--- src/rtl/psdsqrt_seq.sv ---
// psdsqrt_seq: valid/ready sequencer around the iterative psdsqrt core, with output saturation.
// Optional one-entry operand skid buffer enabled by defining PSDSQRT_SEQ_SKID_EN.
module psdsqrt_seq #(
  parameter int NBITSIN = 32,
  parameter int K = 8
) (
  input  logic                 clock,
  input  logic                 reset,
  input  logic                 in_valid,
  output logic                 in_ready,
  input  logic [NBITSIN-1:0]   in_data,
  output logic                 out_valid,
  input  logic                 out_ready,
  output logic [NBITSIN/2-1:0] out_data,
  output logic                 busy,
  output logic                 core_start,
  output logic                 core_stop,
  output logic [NBITSIN-1:0]   core_xin,
  input  logic [NBITSIN/2-1:0] core_sqrt
);
  localparam int NITER = (NBITSIN + K) / 2;
  localparam int CW = $clog2(NITER + 1);
  typedef enum logic [2:0] {IDLE, START, ITER, STOP, WAIT, DONE} state_t;
  state_t state, state_nxt;
  logic [CW-1:0] cnt;
  logic [NBITSIN-1:0] op, load_op;
  logic accept, take_in, take_buf, launch;
  assign accept = in_valid && in_ready;
`ifdef PSDSQRT_SEQ_SKID_EN
  logic buf_valid;
  logic [NBITSIN-1:0] buf_data;
  assign in_ready = !buf_valid;
  assign take_buf = buf_valid && (state == IDLE || (state == DONE && out_ready));
  assign take_in = accept && state == IDLE;
  assign load_op = take_buf ? buf_data : in_data;
  // Operands arriving while busy park here; a drain and a fill in one edge keep it full.
  always_ff @(posedge clock or negedge reset)
    if (!reset) begin
      buf_valid <= 1'b0;
      buf_data <= '0;
    end else if (accept && state != IDLE) begin
      buf_valid <= 1'b1;
      buf_data <= in_data;
    end else if (take_buf) begin
      buf_valid <= 1'b0;
    end
`else
  assign in_ready = state == IDLE;
  assign take_buf = 1'b0;
  assign take_in = accept;
  assign load_op = in_data;
`endif
  assign launch = take_in || take_buf;
  assign busy = state != IDLE;
  assign core_start = state == START;
  assign core_stop = state == STOP;
  assign core_xin = op;
  always_comb begin
    state_nxt = state;
    case (state)
      IDLE:  state_nxt = launch ? START : IDLE;
      START: state_nxt = ITER;
      ITER:  state_nxt = cnt == '0 ? STOP : ITER;
      STOP:  state_nxt = WAIT;
      WAIT:  state_nxt = DONE;
      DONE:  state_nxt = out_ready ? (take_buf ? START : IDLE) : DONE;
      default: state_nxt = IDLE;
    endcase
  end
  always_ff @(posedge clock or negedge reset)
    if (!reset) begin
      state <= IDLE;
      cnt <= '0;
      op <= '0;
      out_valid <= 1'b0;
      out_data <= '0;
    end else begin
      state <= state_nxt;
      if (launch) op <= load_op;
      if (state == START) cnt <= CW'(NITER - 1);
      else if (state == ITER) cnt <= cnt - 1'b1;
      // A zero root from a nonzero operand is the core's rounding wrap past all ones.
      if (state == WAIT) begin
        out_valid <= 1'b1;
        out_data <= (core_sqrt == '0 && op != '0) ? '1 : core_sqrt;
      end else if (state == DONE && out_ready) begin
        out_valid <= 1'b0;
      end
    end
endmodule

--- config.mk ---
export PLATFORM = sky130hd
export DESIGN_NAME = psdsqrt_seq
export DESIGN_NICKNAME = d
export VERILOG_FILES = /design/src/rtl/psdsqrt_seq.sv
export SDC_FILE = /design/constraint.sdc
export NUM_CORES = 1
export LEC_CHECK = 0
export CAP_MARGIN = 20
export CORE_MARGIN = 8
export CORE_UTILIZATION = 38
export DETAILED_ROUTE_END_ITERATION = 7
export GPL_ROUTABILITY_DRIVEN = 0
export PLACE_DENSITY = 0.77
export SLEW_MARGIN = 20
export SYNTH_ARGS = -nofsm -noshare
export SYNTH_HDL_FRONTEND = slang
export SYNTH_SLANG_ARGS = --single-unit
--- constraint.sdc ---
create_clock -name clock -period 1.8 [get_ports clock]
set_input_delay 0.36 -clock clock [delete_from_list [all_inputs] [get_ports clock]]
set_output_delay 0.36 -clock clock [all_outputs]
set_load 0.02 [all_outputs]
# ---- Yosys cells after proc, flatten, opt, wreduce, memory -nomap -nowiden
# Cells that the tools add are included.
dict set report totals {
  register_bits 57
  latch_bits 0
  ramBits 0
  romBits 0
  in_bits 52
  output_inout_bits 53
  n_memories 0
}
dict set report op_classes {
  n_addsub 1
  n_mul 0
  n_div 0
  n_lt_le_gt_ge 0
  eq_ne 5
  shifts 0
  muxes 9
  bitwise 0
  reduce_logical 10
}
# operator count
set ops {}
lappend ops {{$reduce_bool 32->1} 1}
lappend ops {{$pmux 3 s6} 1}
lappend ops {{$logic_not 16->1} 1}
lappend ops {{$mux 16} 1}
lappend ops {{$mux 5} 2}
lappend ops {{$eq 3x2->1 const B} 2}
lappend ops {{$eq 3x3->1 const B} 2}
lappend ops {{$logic_not 5->1} 1}
lappend ops {{$sub 5x1->5 const B} 1}
lappend ops {{$mux 1} 4}
lappend ops {{$reduce_bool 2->1} 2}
lappend ops {{$eq 3x1->1 const B} 1}
lappend ops {{$logic_and 1x1->1} 3}
lappend ops {{$logic_not 3->1} 1}
lappend ops {{$mux 3} 1}
lappend ops {{$reduce_bool 3->1} 1}

# ---- Depth between registers and ports, before layout
# Gate-level depths: netlist of the first run.
dict set report depth {
  word_depth 4
  ltp_mapped 7
  depth_no_buf 6
}

# ---- Worst setup path before layout of the first run
# Ideal clock, no wire load.
dict set report synth_timing {
  kind {reg-to-reg}
  startpoint {register state[2]}
  endpoint {register op[0], in the netlist core_xin[0]}
  arrival_ns 1.939
  path_slack_ns -0.264
  stages_incl_launch_ff 7
  synth_period_minus_slack_ns 2.064
  cell_sequence {dfrtp_1 clkbuf_2 nor3_1 and2_1 clkbuf_1 buf_4 mux2_2}
}
dict set report synth_between {
  elab_chain_len 2
}
# item line_no
set synth_lines {}
lappend synth_lines {{from (decl)} 24} ;# state_t state, state_nxt;
lappend synth_lines {{from (signal assigned)} 78} ;# state <= state_nxt;
lappend synth_lines {{$logic_not 3->1} 48} ;# assign in_ready = state == IDLE;
lappend synth_lines {{net in_ready} 10} ;# output logic in_ready,
lappend synth_lines {{$logic_and 1x1->1} 28} ;# assign accept = in_valid && in_ready;
lappend synth_lines {{to (signal assigned)} 79} ;# if (launch) op <= load_op;
lappend synth_lines {{to (decl)} 26} ;# logic [NBITSIN-1:0] op, load_op;
# The timed path passes the listed nets, and every way through them passes these cells.
# A chain may end at the register's enable or synchronous reset.

# ---- Worst setup path in the final report of the first run
dict set report layout_timing {
  startpoint {register state[0]}
  endpoint {register cnt[4]}
}
dict set report layout_between {
  elab_chain_len 2
}
# item line_no
set layout_lines {}
lappend layout_lines {{$eq 3x1->1 / $eq 3x2->1 (equally long branches)} {80, 81}}
lappend layout_lines {{$mux 5 / $reduce_bool 2->1 (equally long branches)} --}
lappend layout_lines {{to (signal assigned)} 80} ;# if (state == START) cnt <= CW'(NITER - 1);
lappend layout_lines {{to (signal assigned)} 81} ;# else if (state == ITER) cnt <= cnt - 1'b1;
lappend layout_lines {{to (decl)} 25} ;# logic [CW-1:0] cnt;
# Several ways; a longest one is shown, not always the timed one.

==> flow_summary.yaml, run 1 <==
sta:
  rsz0062_at_grt: "false"
  fin_ws_ns: 0.0814
  hold_viol: 0
  fin_crit_ns: 1.72
  fin_skew_ns: 0.00440
  fin_hold_ws_ns: 0.0301
  slew_headroom_pct: 78.3
  max_freq_mhz: 582
  finalSetupViolCount: 0
  slew_violations: 0
  timing.final.crit_share_pct: 95.5
  worst_slew_pin_slew_ns: 0.322
cells_and_area:
  final_area_sq_mm: 0.00376
  final_cells: 383
  drive_above_1_share_pct: 22.2
  area_delta_synth_final_pct: 57.8
  antenna-diode-count: 0
  fin_util_pct: 60.6
  fin_nets: 354
  fillerInstances: 511
setup_path:
  worstReg2RegStart: "state[0]"
  path_buf_inv: 1
  cp.arrival_ns: 1.93
  setup.worst_path.start_class: "flop"
  cp-end-kind: "flop"
  path_cells: "buf_4, or3b_4, or4_4, xor2_1, nand2_1"
  required_ns: 2.01
  path_class: "reg2reg"
  cp_slowest_cell: "or4_4"
  path_max_fanout: 6
  r2r_cells: 5
  critPathTopFamily: "simple AND/OR/NAND/NOR gates"
  rr_endpoint: "cnt[4]"
  critPathMaxStageDelay_ns: 0.44
  r2r_setup_slack_ns: 0.08
clocking:
  cts_htree_levels: 3
  max-clock-path-buffers: 2
  clk_latency_ns: 0.32
  cts_buffers: 9
  cts_tree: "done"
  post-cts-setup-buffers: 0
  clk_pin_slew_ns: 0.07
  clock_sinks: 57
  root_buffer: "clkbuf_8"
route:
  wl_per_cell_um: 16.7
  ant_nets: 0
  firstDrtPassIters: 4
  avgViaCountPerCell: 4.89
  postRouteWirelength_um: 6390
  via_count: 1874
  drc_errors: 0
  drt_iter0_markers: 63
status:
  run_status: "complete, no violations"
place:
  dp.cells: 367
  hpwl_um: 4780
  pre_cts_slack_ns: -0.0782
  dpl_cell_area_sq_mm: 0.00359
  io_buffers: 104
die:
  dieArea_sq_mm: 0.00906
  floorplan.initialDensity_pct: 38.4
  coreArea_sq_mm: 0.00620
  ios: 105
  die_w_um: 95.2
  rows: 29
  die_height_um: 95.2
grt:
  antenna_found_initial: 0
  overflow: 0
  grt_max_degree: 58
  track_usage_pct: 14.3
  grt_pass1_wl_um: 10100
  grt_pass1_vias: 1960
synth:
  ys_warn_count: 0
  ys_ff_latch: 57
  synth_area_sq_mm: 0.00238
  synthDistinctLibCells: 33
  syn-num-nets: 237
  yosysSeqAreaShare_pct: 59.9
  syn_avg_cell_area_sq_um: 12.9
  syn_inst: 184
power_and_ir_drop:
  swShare_pct: 37.7
  clkPwrFrac_pct: 15.2
  power_frac_seq_pct: 34.2
  p_int_w: 0.00435
  power.density_mw_per_mm2: 1860
  power_frac_comb_pct: 50.6
  p_switching_w: 0.00263
  vdd_drop_max_mv: 1.15
  total_leakage_power_nw: 1.59
run:
  maxCapViolCount: 0
worst_hold_path:
  hold_class: "in2async"
## per-layer routing
metal	routed length (um)	global-route usage (%)	up-vias	part of all wire [%]
met4	77	5.46	0	1.2
met1	2690	17.5	917	42
met3	531	5.67	7	8.3
li1	-	-	887	-
met5	0	0	-	0
met2	3100	22.1	63	48
## cell usage in the layout, fill, tap and decap left out, drive strengths merged, types with 4 or more instances in the layout
cell           Yosys  routed
buf                7      14
clkbuf             3      16
clkdlybuf4s50      0      99
dfrtp             57      57
inv                6       6
mux2              32      32
mux2i             16      16
nand2             23      23
nor4              10      10
or4                4       4
## power groups by stage
stage / clock (W) / sequential, W / combinational (W)
CTS: 0.00109 / 0.00238 / 0.00359
detailed placement: 0 / 0.00240 / 0.00360
floorplan: 0 / 0.00306 / 0.00115
global route: 0.00113 / 0.00249 / 0.00376
global placement: 0 / 0.00236 / 0.00355
finish: 0.00106 / 0.00239 / 0.00354
## cell families (layout without fill, tap and decap cells)
kind of cell | count (synthesis) | after routing | synth area share, %
and+or+nand+nor | 51 | 51 | 11.3
AOI/OAI and AO/OA | 9 | 9 | 2.47
DFF | 57 | 57 | 59.9
muxes | 48 | 48 | 21.8
adders and majority gates | 1 | 1 | 0.525
xor gates and xnor gates | 2 | 2 | 0.735
buffers and inverters | 16 | 138 | 3.26
## metrics by stage
stage | power, W | TNS [ns]
4_1_cts | 0.00706 | 0
6_report | 0.00699 | 0
5_1_grt | 0.00739 | 0
3_5_place_dp | 0.00600 | -0.763
3_3_place_gp | 0.00591 | -0.776
2_1_floorplan | 0.00421 | 0
## worst max-delay path by stage
stage                             end  slack (ns)         start  cells past startpoint
after floorplan           core_xin[0]        0.06      state[1]                      5
after global placement    out_data[5]       -0.05  core_sqrt[1]                      6
final                          cnt[4]        0.08      state[0]                      5
after detailed placement   core_start       -0.08      state[1]                      3
after CTS                    in_ready       0.003      state[1]                      3
after global routing           cnt[4]        0.01      state[0]                      5
## sequential cells by signal (all words and copies together), names as in the netlist
name and cells:
out_valid 1, out_data 16, core_xin 32, state 3, cnt 5
## worst register-to-register path, delay by kind of cell, from the launching register on
| kind | cells | cell delay [ns] |
|---|---|---|
| XOR/XNOR | 1 | 0.15 |
| buffers and inverters | 1 | 0.16 |
| flip-flops | 1 | 0.38 |
| AND/OR/NAND/NOR | 3 | 0.92 |
## cell type report
class	instances	area [sq um]	area share (%)
inverters	6	22.5	0.599
flip-flops and latches	57	1430	37.9
clock buffers	13	159	4.23
multi-input cells	111	906	24.1
clock inverters	3	15.0	0.399
repair buffers	116	1130	30.2
well taps	77	96.3	2.56
## cells in the mapped netlist
| cell type | number | share of area, % |
|---|---|---|
| xor2_1 | 1 | 0.37 |
| buf_4 | 3 | 0.95 |
| dfrtp_1 | 57 | 60 |
| ha_1 | 1 | 0.53 |
| mux2_2 | 31 | 15 |
| nand3_1 | 1 | 0.21 |
| nand2b_1 | 1 | 0.26 |
| and2_1 | 1 | 0.26 |
| buf_2 | 4 | 0.84 |
| nor2_1 | 3 | 0.47 |
| mux2i_1 | 16 | 6.7 |
| nor4_1 | 10 | 2.6 |
| nor3b_1 | 1 | 0.32 |
| inv_1 | 6 | 0.95 |
| nand4_1 | 2 | 0.53 |
| a21oi_1 | 1 | 0.21 |
| o22ai_1 | 1 | 0.26 |
| or4_1 | 3 | 0.95 |
| nor3_1 | 1 | 0.21 |
| mux2_1 | 1 | 0.47 |
| nand2_1 | 23 | 3.6 |
| clkbuf_2 | 1 | 0.21 |
| xnor2_1 | 1 | 0.37 |
| and3b_1 | 1 | 0.37 |
| o21bai_1 | 1 | 0.32 |
| or4_4 | 1 | 0.47 |
| o211ai_1 | 3 | 0.95 |
| o31ai_1 | 1 | 0.32 |
| or3b_1 | 1 | 0.37 |
| clkbuf_1 | 2 | 0.32 |
| or3b_2 | 1 | 0.37 |
| and3_1 | 1 | 0.26 |
| o21ai_0 | 2 | 0.42 |
## repair_timing
action,in CTS,in global routing
hold buffers,0,0
setup endpoints to repair,4,12
resized for setup,9,8
endpoints found under the hold margin,0,0
No activity file was read; power rests on OpenSTA's default activity.
==> run 2: changes to the inputs <==
--- a/config.mk
+++ b/config.mk
@@ -5,6 +5,7 @@
 export SDC_FILE = /design/constraint.sdc
 export NUM_CORES = 1
 export LEC_CHECK = 0
+export ABC_CLOCK_PERIOD_IN_PS = 1800
 export CAP_MARGIN = 20
 export CORE_MARGIN = 8
 export CORE_UTILIZATION = 38
==> results of run 2 <==
The final DEF is identical to that of run 1; final timing and power are the same.
